[src/rtl/system_0_sysid_pkg.sv]
// Shared types and constants for the system ID checker.
package system_0_sysid_pkg;

  typedef enum logic [2:0] {
    ST_IDLE,
    ST_RD_ID,
    ST_LAT_ID,
    ST_RD_TS,
    ST_LAT_TS,
    ST_FIN
  } sysid_chk_state_t;

  localparam logic SYSID_ADDR_ID = 1'b0;
  localparam logic SYSID_ADDR_TS = 1'b1;

  localparam logic [31:0] SYSID_DEF_ID = 32'd0;
  localparam logic [31:0] SYSID_DEF_TS = 32'd1563511986;

endpackage

[src/rtl/system_0_avm_single_read.sv]
// Single Avalon-MM read engine: waitrequest handshake, fixed read latency and
// a saturating stall counter that aborts the read after TIMEOUT_CYCLES stalls.
module system_0_avm_single_read
  import system_0_sysid_pkg::*;
#(
  parameter int READ_LATENCY   = 0,
  parameter int TIMEOUT_CYCLES = 255
) (
  input  logic        clock,
  input  logic        reset,
  input  logic        go,
  input  logic        address,
  output logic        avm_read,
  output logic        avm_address,
  input  logic        avm_waitrequest,
  input  logic [31:0] avm_readdata,
  output logic [31:0] rdata,
  output logic        rvalid,
  output logic        timed_out
);

  localparam int SW = (TIMEOUT_CYCLES > 0) ? $clog2(TIMEOUT_CYCLES + 1) : 1;
  localparam logic [SW-1:0] STALL_LAST = SW'((TIMEOUT_CYCLES > 0) ? TIMEOUT_CYCLES - 1 : 0);
  localparam logic [1:0] LAT_LAST = 2'((READ_LATENCY > 0) ? READ_LATENCY - 1 : 0);
  localparam bit HAS_LAT = (READ_LATENCY > 0);
  localparam bit HAS_TO  = (TIMEOUT_CYCLES > 0);

  logic          read_q;
  logic          addr_q;
  logic          lat_q;
  logic [1:0]    lat_cnt_q, lat_cnt_d;
  logic [SW-1:0] stall_q, stall_d;
  logic          accept;

  assign accept      = read_q && !avm_waitrequest;
  assign rvalid      = HAS_LAT ? (lat_q && (lat_cnt_q == LAT_LAST)) : accept;
  assign timed_out   = HAS_TO && read_q && avm_waitrequest && (stall_q == STALL_LAST);
  assign rdata       = avm_readdata;
  assign avm_read    = read_q;
  assign avm_address = addr_q;

  always_comb begin
    stall_d   = stall_q;
    lat_cnt_d = lat_cnt_q;
    // Stall counter saturates rather than wrapping back into range.
    if (go) begin
      stall_d = '0;
    end else if (read_q && avm_waitrequest && (stall_q != '1)) begin
      stall_d = stall_q + 1'b1;
    end
    if (go || accept) begin
      lat_cnt_d = '0;
    end else if (lat_q) begin
      lat_cnt_d = lat_cnt_q + 2'd1;
    end
  end

  always_ff @(posedge clock) begin
    if (reset) begin
      read_q    <= 1'b0;
      addr_q    <= SYSID_ADDR_ID;
      lat_q     <= 1'b0;
      lat_cnt_q <= '0;
      stall_q   <= '0;
    end else begin
      stall_q   <= stall_d;
      lat_cnt_q <= lat_cnt_d;
      if (go) begin
        read_q <= 1'b1;
        addr_q <= address;
        lat_q  <= 1'b0;
      end else if (accept) begin
        read_q <= 1'b0;
        lat_q  <= HAS_LAT;
      end else if (timed_out) begin
        read_q <= 1'b0;
      end else if (lat_q && (lat_cnt_q == LAT_LAST)) begin
        lat_q <= 1'b0;
      end
    end
  end

endmodule

[config.mk]
export PLATFORM = sky130hd
export DESIGN_NAME = system_0_avm_single_read
export DESIGN_NICKNAME = d
export VERILOG_FILES = /design/src/rtl/system_0_sysid_pkg.sv /design/src/rtl/system_0_avm_single_read.sv
export SDC_FILE = /design/constraint.sdc
export NUM_CORES = 1
export LEC_CHECK = 0
export ABC_AREA = 1
export CORE_MARGIN = 2
export CORE_UTILIZATION = 28
export CTS_CLUSTER_DIAMETER = 50
export DETAILED_ROUTE_END_ITERATION = 6
export PLACE_DENSITY = 0.8
export SLEW_MARGIN = 30
export SYNTH_ARGS = -nofsm -noshare
export SYNTH_HDL_FRONTEND = slang
export SYNTH_SLANG_ARGS = --single-unit
[constraint.sdc]
create_clock -name clock -period 1.4 [get_ports clock]
set_clock_uncertainty 0.2 [all_clocks]
set_input_delay 0.14 -clock clock [delete_from_list [all_inputs] [get_ports clock]]
set_output_delay 0.14 -clock clock [all_outputs]
set_load 0.02 [all_outputs]
==> results.md <==
* VDD IR max at 0.739 mV
* Synth Area in Compound Gates at 0.0433
* Initial Utilization at 0.294
* Tightest Pin Transition at 0.217 ns
* Worst R2R Setup Slack at -0.07 ns
* Post-synth top area cell: buf_4
* Input/output buffers at 8
* Synth Area in Simple Gates at 0.294
* Most frequent cells in the layout: nand2_1 (19), buf_4 (14), nor2_1 (13)
* Failing checks: negative setup slack
* Synthesized Nets at 154
* Global route overflow at 0
* DIE AREA at 3340 um2
* Setup WS post-layout at -0.106 ns
* CP peak stage delay at 0.33 ns
* Htree depth at 1
* # fillers at 297
* Post-synthesis mux area share at 0
* YS warnings at 0
* Synth top area share at 0.297
* Tot GR Track Use at 0.0791
* Largest family of logic cells by synthesized area: buffers and inverters
* Most common cell after layout, fill and taps aside: nand2_1
* Vert. Die Dim at 57.8 um
* Max Cap Viol at 0
* Fin Setup TNS at -0.401 ns
* Clk pwr share at 0.348
* Placement Cell Area at 798 um2
* Critical-path top delay cell: dfxtp_2
* WP data required at 1.06 ns
* Sum of buffers and inverters on the critical path at 1
* CP arrival at 1.17 ns
* Fin area at 858 um2
* Synth Instances at 115
* Rows at 19
* Min Tclk post-route at 1.51 ns
* Total power at 0.557 mW
* HP Start: avm_readdata[10]
* Reg2reg end: stall_q[1]
* Post-DP HPWL at 991 um
* Iter 0 DRT Violations at 6
* Clk buf depth at 2
* Hold-fix buffers, CTS at 0
* Critical path class: reg -> out
* Via/cell ratio at 4.35
* Internal power at 0.423 mW
* Post-synthesis xor/xnor area fraction at 0.0325
* FF-to-FF Start: stall_q[0]
* Pre-Repair DR Iteration Count at 4
* Crit end category: output port
* Switching Power at 0.134 mW
* Min-Delay Endpoint: rdata[10]
* Synth area leaders: buf_4 (30%), dfxtp_1 (25%), nand2_1 (10%)
* Pwr dens at 649 nW/um2
* Place WS at -0.332 ns
* Worst skew pair latency at 0.26 ns
* Hold Crit Class: in -> out
* Final Hold Fails at 0
* Clock Tree Root: clkbuf_4
* Unique masters post-synth at 17
* Area of the multi-input gates at 354 um2
* TritonCTS clock tree: built
* IO Pins at 73
* Antenna viol nets, final at 0
* CP delay by family, top: simple AND/OR/NAND/NOR gates
* Status: finished, violations left
* P&R area growth vs syn at 6.03%
* Final core occ at 0.311
* CP startpoint kind: register
* Fraction of layout cells with a size suffix above 1 at 0.370
* Seq/Total Area, Yosys at 0.247
* RePlAce Congestion at 0.739
* Fmax at 664 MHz
* Post-Syn Area at 810 um2
* Sw frac at 0.240
* Syn Area/Cell at 7.04 um2
* DRC Markers at 0
* # setup viols final at 8
* First-pass GRT wire length at 2070 um
* #FFs+latches synth at 10
* Clock sinks at 10
* Fin crit share at 1.08
* Post-synthesis adder-cell area fraction at 0.0309
* Initial antenna violation count at 0
* Worst Reg-to-Reg Cells at 9
* CTS Buf Count at 3
* Largest net degree at the start of global routing at 8
* Die X at 57.8 um
* Sequential Power Share at 0.525
* Core outline area at 2760 um2
* Vias at 605
* Worst-path fanout max at 2
* WL final at 1390 um
* Sequential cell area at 208 um2
* Final Max Slew Viols at 0
* Routed wire per std cell at 10.0 um
* RSZ-0062 raised after global routing: yes
* Min-Delay Path Depth at 0
* N_diodes at 0
* Logic pwr share at 0.127
* Worst-path cell chain: nand2_2 -> nor2_4 -> nand4_1 -> nor2_1 -> buf_4
* Leak at 0.384 nW
* Nets@finish at 149
* Slew HR at 0.856
* Number of global-route vias before repair at 485
* Clock transition at path regs at 0.07 ns
## cell usage after synthesis
| cell type | count |
|---|---|
| nand2_4 | 1 |
| xnor2_1 | 1 |
| nand2_8 | 1 |
| dfxtp_1 | 10 |
| inv_1 | 11 |
| o21ai_1 | 2 |
| ha_1 | 2 |
| nor2_2 | 1 |
| nor2_4 | 2 |
| xor2_1 | 2 |
| inv_2 | 1 |
| nand3_1 | 4 |
| nor2_1 | 15 |
| nand2_1 | 22 |
| buf_4 | 32 |
| a21oi_1 | 5 |
| nand4_1 | 3 |
## power by group through the flow
| stage | logic, mW | clock network (mW) | registers [mW] |
|---|---|---|---|
| 4_1_cts | 0.0709 | 0.196 | 0.292 |
| 5_1_grt | 0.0768 | 0.203 | 0.292 |
| 3_3_place_gp | 0.0729 | 0 | 0.298 |
| 6_report | 0.0708 | 0.194 | 0.292 |
| 3_5_place_dp | 0.0735 | 0 | 0.299 |
| 2_1_floorplan | 0.159 | 0 | 0.303 |
## layout make-up
class / count / area share
Tap cell: 31 / 0.0452
Timing Repair Buffer: 22 / 0.219
Sequential cell: 10 / 0.242
Clock buffer: 3 / 0.0262
Multi-Input combinational cell: 61 / 0.413
Inverter: 12 / 0.0554
## worst max-delay path by stage
stage	from	to	slack, ns	cells past startpoint
CTS	stall_q[0]	timed_out	-0.13	5
floorplan	stall_q[1]	stall_q[1]	0.005	8
detailed placement	avm_waitrequest	timed_out	-0.33	4
global route	stall_q[4]	timed_out	-0.20	5
finish	stall_q[7]	timed_out	-0.11	5
global placement	avm_waitrequest	timed_out	-0.33	4
## flip-flops by register name, summed over array words and instances (netlist names)
name,cells
avm_read,1
avm_address,1
stall_q,8
## stage by stage
| stage | hold slack [ns] | instances |
|---|---|---|
| floorplan | 0.00907 | 115 |
| global placement | 0.0801 | 135 |
| detailed placement | 0.0801 | 135 |
| CTS | 0.0801 | 138 |
| global route | 0.0800 | 139 |
| finish | 0.0800 | 139 |
## timing repair
| action | CTS | global route |
|---|---|---|
| resized for setup | 13 | 14 |
| cloned | 0 | 0 |
| endpoints found under the setup margin | 12 | 10 |
| pin swaps | 4 | 5 |
| setup buffers | 0 | 1 |
## cells by family (layout without fill, tap and decap cells)
logic type | count (synthesis) | count (layout)
and+or+nand+nor | 49 | 49
DFF | 10 | 10
xor gates and xnor gates | 3 | 3
buffers and inverters | 44 | 37
AOI/OAI and AO/OA | 7 | 7
adders and majority gates | 2 | 2
## metal layers
layer | GRT usage | vias up | wire [um]
li1 | - | 309 | -
met1 | 0.102 | 284 | 620
met2 | 0.122 | 10 | 658
met3 | 0.0156 | 2 | 93
met4 | 0.0465 | 0 | 21
met5 | 0 | - | 0
No activity file was read; power rests on OpenSTA's default activity.
